`config.mk`:
```
export PLATFORM = sky130hd
export DESIGN_NAME = prog_mem_loader
export DESIGN_NICKNAME = d
export VERILOG_FILES = /design/src/rtl/prog_mem_loader.sv
export SDC_FILE = /design/constraint.sdc
export NUM_CORES = 1
export LEC_CHECK = 0
export CAP_MARGIN = 15
export CORE_ASPECT_RATIO = 2
export CORE_UTILIZATION = 35
export CTS_CLUSTER_DIAMETER = 120
export DETAILED_ROUTE_END_ITERATION = 10
export GPL_TIMING_DRIVEN = 0
export PLACE_DENSITY_LB_ADDON = 0.3
export SLEW_MARGIN = 10
export SYNTH_ARGS = -nofsm -noshare
export SYNTH_HDL_FRONTEND = slang
export SYNTH_SLANG_ARGS = --single-unit
```
`constraint.sdc`:
```
create_clock -name clk -period 2.02 [get_ports clk]
set_input_delay 0.303 -clock clk [delete_from_list [all_inputs] [get_ports clk]]
set_output_delay 0.303 -clock clk [all_outputs]
set_load 0.02 [all_outputs]
```
`src/rtl/prog_mem_loader.sv`:
```
// Program memory with a streamed loader and a single-cycle fetch port.
// A per-word written bitmap makes never-loaded (or cleared) words read as
// all-zero NOPs, so the storage array itself never needs a reset.
module prog_mem_loader #(
    parameter int ADDR_W = 5,
    parameter int DATA_W = 8
) (
    input  logic              clk,
    input  logic              reset,
    input  logic              fetch_en,
    input  logic [ADDR_W-1:0] fetch_addr,
    output logic [DATA_W-1:0] instr,
    output logic              instr_valid,
    input  logic              load_start,
    input  logic              load_valid,
    input  logic [DATA_W-1:0] load_data,
    input  logic              load_last,
    output logic              load_ready,
    output logic              loading,
    output logic              load_err,
    output logic [ADDR_W:0]   loaded_words
);

    localparam int DEPTH = 2**ADDR_W;

    typedef enum logic {RUN, LOAD} state_t;

    state_t            state;
    logic [DATA_W-1:0] mem [DEPTH];
    logic [DEPTH-1:0]  bitmap;
    logic [ADDR_W-1:0] wr_ptr;
    logic              accept;
    logic              ptr_at_end;

    // load_ready is a registered copy of (state == LOAD), so it qualifies acceptance directly
    always_comb begin
        accept     = load_valid && load_ready;
        ptr_at_end = (wr_ptr == ADDR_W'(DEPTH - 1));
    end

    // Storage array: written on accepted load words, intentionally not reset
    always_ff @(posedge clk) begin
        if (accept) begin
            mem[wr_ptr] <= load_data;
        end
    end

    // Control FSM, bitmap, pointer/counter and registered fetch output
    always_ff @(posedge clk or posedge reset) begin
        if (reset) begin
            state        <= RUN;
            bitmap       <= '0;
            wr_ptr       <= '0;
            loaded_words <= '0;
            instr        <= '0;
            instr_valid  <= 1'b0;
            load_err     <= 1'b0;
            load_ready   <= 1'b0;
            loading      <= 1'b0;
        end else begin
            instr_valid <= 1'b0;
            load_err    <= 1'b0;

            // Fetch sees pre-clear bitmap even when load_start fires in the same cycle
            if (state == RUN && fetch_en) begin
                instr       <= bitmap[fetch_addr] ? mem[fetch_addr] : '0;
                instr_valid <= 1'b1;
            end

            case (state)
                RUN: begin
                    if (load_start) begin
                        bitmap       <= '0;
                        wr_ptr       <= '0;
                        loaded_words <= '0;
                        state        <= LOAD;
                        load_ready   <= 1'b1;
                        loading      <= 1'b1;
                    end
                end
                LOAD: begin
                    if (accept) begin
                        bitmap[wr_ptr] <= 1'b1;
                        wr_ptr         <= wr_ptr + ADDR_W'(1);
                        loaded_words   <= loaded_words + (ADDR_W + 1)'(1);
                        if (load_last || ptr_at_end) begin
                            state      <= RUN;
                            load_ready <= 1'b0;
                            loading    <= 1'b0;
                            load_err   <= !load_last;
                        end
                    end
                end
                default: state <= RUN;
            endcase
        end
    end

endmodule

```
### After elaboration in Yosys (flattened, before gate mapping)

Memories as Yosys holds them, arrays and structs flattened.
Cells that the tools add are included.

* order comparisons: 3
* mux-type cells: 28
* reduce and logical (&&, ||, !) cells: 7
* equality and inequality tests: 4
* add/sub/neg operators: 2
* bitwise operators: 2

Operator list (count)
* 32-bit two-way mux: 2
* 32-bit one-hot mux with 2 select lines: 1
* 32-bit OR: 1
* 1-bit two-way mux: 14
* 5-bit by 6-bit < comparator with 1-bit output, second input constant: 2
* 6-bit two-way mux: 2
* 6-bit one-hot mux with 2 select lines: 1
* 5-bit two-way mux: 2
* 5-bit one-hot mux with 2 select lines: 1
* 8-bit two-way mux: 1
* 6-bit by 1-bit adder with 6-bit output, second input constant: 1
* 5-bit by 1-bit adder with 5-bit output, second input constant: 1
* 1-bit binary-select mux with 5-bit select: 1
* 1-bit demux with 5-bit select: 1
* 5-bit equality test, second input constant: 1
* 5-bit by 1-bit >= comparator with 1-bit output, second input constant: 1
* 2-bit by 1-bit != test with 1-bit output, second input constant: 2
* 1-bit one-hot mux with 2 select lines: 2
* 1-bit logical AND: 3
* 3-bit AND reduction: 1
* 2-bit != test, second input constant: 1
* 2-bit AND reduction: 1
* 1-bit zero test: 1
* 1-bit logical OR: 1
* 1-bit inverter: 1

* memories kept: 1
* logic and storage cells: 55
* output and inout bits: 18
* register bits: 55
* bits in writable memories: 256

Memories
* mem: words 32, bits a word 8, read ports 1, clocked after Yosys merged registers in 0, write ports 1, line 29 `logic [DATA_W-1:0] mem [DEPTH];`

### Longest topological paths before layout

* word-level depth: 7
* depth in mapped cells: 8
* gate-level depth less buffers: 6

### Worst setup path before layout

No wires, ideal clock.

* path type: register -> register
* from: reg wr_ptr[2]
* to: mem mem[13][0] (enable)
* path buffers: 1
* data arrival time: 1.454 ns
* slack: 0.196 ns
* stages on the path, launching flop included: 5
* cell sequence: dfrtp_1 > clkbuf_1 > nand2_1 > or2_2 > nor2_1

RTL lines
* from (decl): line 31 `logic [ADDR_W-1:0] wr_ptr;`
* from (signal assigned): line 84 `wr_ptr <= wr_ptr + ADDR_W'(1);`
* to (decl): line 29

No word-level cell before the write port.

### Final worst setup path

* from: reg wr_ptr[4]
* to: mem mem[20][5] (enable)

No word-level cell before the write port.

==> flow_metrics.tcl <==
set metrics [dict create \
    status "finished with violations" \
    violations "DRC" \
    final_area_um2 15900 \
    sequentialPowerShare_pct 49.3 \
    vias 7747 \
    synth-edff-count 256 \
    multi_input_area_um2 4250 \
    syn_avg_cell_area_um2 16.4 \
    worst_setup_path_start_kind "flop" \
    p_leak_nw 5.47 \
    cts_root_buf "clkbuf_16" \
    p_int_w 0.0112 \
    drt_pass1_iterations 8 \
    p_per_area_nw_per_um2 961 \
    numCtsBuffers 27 \
    hpwl_um 26000 \
    place_congestion 0.885 \
    initial_core_util_pct 35.4 \
    grt_overflow 0 \
    crit_path_cell_trace "clkbuf_2 -> nand3b_1 -> nor2_4 -> buf_12" \
    routed_wl_um 36800 \
    antenna_left 0 \
    ys_seq_area_share_pct 67.5 \
    dpl_cell_area_um2 14300 \
    ios 37 \
    h-tree-depth 1 \
    crit_start "wr_ptr[4]$_DFFE_PP0P_" \
    hold_violations 0 \
    die_x_um 141 \
    final_max_slew_viol_count 0 \
    synth_cell_types 51 \
    grt_max_degree 56 \
    max-vdd-ir-drop_mv 0.572 \
    comb_power_share_pct 15.3 \
    regArea_um2 9060 \
    grt_usage_pct 19.2 \
    synth.cell_area_um2 13400 \
    pwr-share-clk_pct 35.4 \
    setup_violations 0 \
    cts_tree "done" \
    timing.rr.end "mem[20][5]$_DFFE_PP_" \
    syn_to_final_growth_pct 18.0 \
    crit_end "mem[20][5]$_DFFE_PP_" \
    p_sw_share_pct 26.7 \
    syn_nets 842 \
    port_buffers 32 \
    relSlewSlack_pct 44.5 \
    coreArea_um2 37900 \
    critPathMaxFanout 10 \
    grt_pass1_wl_um 53900 \
    syn_inst 817 \
    antenna_found_initial 0 \
    routedWlPerCell_um 26.7 \
    yosysWarnings 0 \
    holdCritPathClass "primary input to async pin" \
    r2r-start "wr_ptr[4]$_DFFE_PP0P_" \
    required_ns 2.29 \
    nets 918 \
    fill_cells 3386 \
    path_class "flop to flop" \
    tns_ns 0 \
    r2r_cells 4 \
    fin_crit_ns 1.99 \
    synth_seq_cells 311 \
    r2r_slack_ns 0.03 \
    ys.flop_type "edfxtp_1" \
    tightest_slew_ns 0.832 \
    initialDrtViolationCount 688 \
    drive_gt1_share_pct 24.5 \
    num_antenna_cells 0 \
    drv_cap 0 \
    cts_hold_buf 0 \
    clk_latency_ns 0.56 \
    async_flop_share_pct 17.7 \
    die_h_um 279 \
    crit_slowest_cell "dfrtp_1" \
    cts_buffer_depth 3 \
    die-area_um2 39200 \
    cpPeakStageDelay_ns 0.52 \
    switchingPower_w 0.00407 \
    period_share_pct 98.4 \
    grt_pass1_vias 8176 \
    cts_sinks 311 \
    rsz0062_at_grt "true" \
    clk_pin_slew_worst_paths_ns 0.07 \
    viasPerCell 5.63 \
    critPathCaptureType "flop" \
    drcViolationCount 1 \
    cp_data_arrival_time_ns 2.25 \
    fmax_mhz 503 \
    skew_ns 0.0177 \
    rows 101 \
]
==> cells in the mapped netlist (all sizes together), types with 4 or more instances <==
master	n	area (um^2)
edfxtp	256	7690
nor2	85	319
mux4	64	1520
dfrtp	55	1380
a21oi	38	190
nand2	38	143
buf	31	294
mux2	30	338
mux2i	25	250
clkbuf	22	86.3
o21ai	17	85.1
o22ai	17	106
a211oi	14	110
nand3	14	70.1
o211ai	11	82.6
a221oi	9	78.8
and2b	8	60.1
nor2b	8	50.1
and2	6	37.5
ha	6	75.1
inv	6	22.5
o31ai	6	45.0
nand2b	5	31.3
nor3	4	20.0
nor3b	4	30.0
o211a	4	40.0
o21bai	4	30.0
xor2	4	35.0
==> worst min-delay path by stage <==
| stage | cells after the start | end |
|---|---|---|
| 6_report | 2 | instr[2]$_DFFE_PP0P_ |
| 5_1_grt | 2 | instr[2]$_DFFE_PP0P_ |
| 4_1_cts | 2 | instr[2]$_DFFE_PP0P_ |
| 3_5_place_dp | 2 | bitmap[25]$_DFFE_PP0P_ |
| 3_3_place_gp | 2 | bitmap[20]$_DFFE_PP0P_ |
| 2_1_floorplan | 1 | load_err$_DFF_PP0_ |
==> state kept, by name, summed over array words and instances (netlist names) <==
signal / flops
wr_ptr: 5
instr_valid: 1
loaded_words: 6
instr: 8
bitmap: 32
loading: 1
state: 1
mem: 256
load_err: 1
==> cell type report <==
type,count,share of cell area [%]
clock buffers,33,4.47
flip-flops and latches,311,57.2
plain buffers,51,2.45
well taps,463,3.65
clock inverters,17,1.29
multi-input cells,446,26.8
repair buffers,50,4.04
inverters,6,0.158
==> placed cells by master, fill, tap and decap left out, drive strengths merged, types with 11 or more instances in the layout <==
cell type / Yosys / layout
mux2i: 25 / 25
mux2: 30 / 30
buf: 31 / 54
nand2: 38 / 38
edfxtp: 256 / 256
a211oi: 14 / 14
nor2: 85 / 85
clkbuf: 22 / 52
dfrtp: 55 / 55
clkdlybuf4s50: 0 / 27
o21ai: 17 / 17
o22ai: 17 / 17
o211ai: 11 / 11
nand3: 14 / 14
mux4: 64 / 64
a21oi: 38 / 38
==> cells by family after synthesis <==
logic type | Yosys count | synth area share, %
adders and majority gates | 6 | 0.559
DFF | 311 | 67.5
xor gates and xnor gates | 6 | 0.391
muxes | 119 | 15.7
buffers and inverters | 60 | 3.09
and+or+nand+nor | 189 | 6.55
AOI/OAI and AO/OA | 126 | 6.27
==> power by group through the flow <==
| stage | Combinational [W] | Clock, W | Sequential [W] |
|---|---|---|---|
| 2_1_floorplan | 0.00115 | 0 | 0.00769 |
| 5_1_grt | 0.00249 | 0.00569 | 0.00754 |
| 6_report | 0.00233 | 0.00540 | 0.00751 |
| 4_1_cts | 0.00228 | 0.00549 | 0.00752 |
| 3_5_place_dp | 0.00214 | 0 | 0.00766 |
| 3_3_place_gp | 0.00212 | 0 | 0.00764 |
==> through the flow <==
step | total power, W | hold WS [ns] | setup slack (ns) | util, % | std cells
after floorplan | 0.00884 | 0.373 | 0.196 | - | 817
after CTS | 0.0153 | 0.277 | -0.211 | 40.9 | 1360
after global routing | 0.0157 | 0.328 | -0.0629 | 41.8 | 1377
final | 0.0152 | 0.242 | 0.0313 | 41.8 | 1377
after global placement | 0.00976 | 0.467 | -0.963 | 37.8 | 1312
after detailed placement | 0.00980 | 0.479 | -0.839 | 37.8 | 1312
==> critical path: cells and delay by family, from the launching register on <==
family | cells | cell delay, ns
and+or+nand+nor | 2 | 0.71
DFF | 1 | 0.52
buffers and inverters | 2 | 0.46
==> layer usage <==
| layer | wire (um) | up-vias | GRT usage [%] | share of wire, % |
|---|---|---|---|---|
| met5 | 0 | - | 0 | 0 |
| met4 | 2310 | 0 | 10.9 | 6.3 |
| met3 | 1230 | 115 | 1.54 | 3.3 |
| met2 | 21000 | 262 | 38.1 | 57 |
| met1 | 12300 | 3996 | 19.2 | 34 |
| li1 | - | 3374 | - | - |
==> timing repair <==
item | CTS | global route
endpoints found under the setup margin | 265 | 295
resized for setup | 68 | 14
pin swaps | 0 | 17
setup buffers | 1 | 14
hold endpoints to repair | 0 | 0
Note: power is estimated with default switching activity, not from simulation.
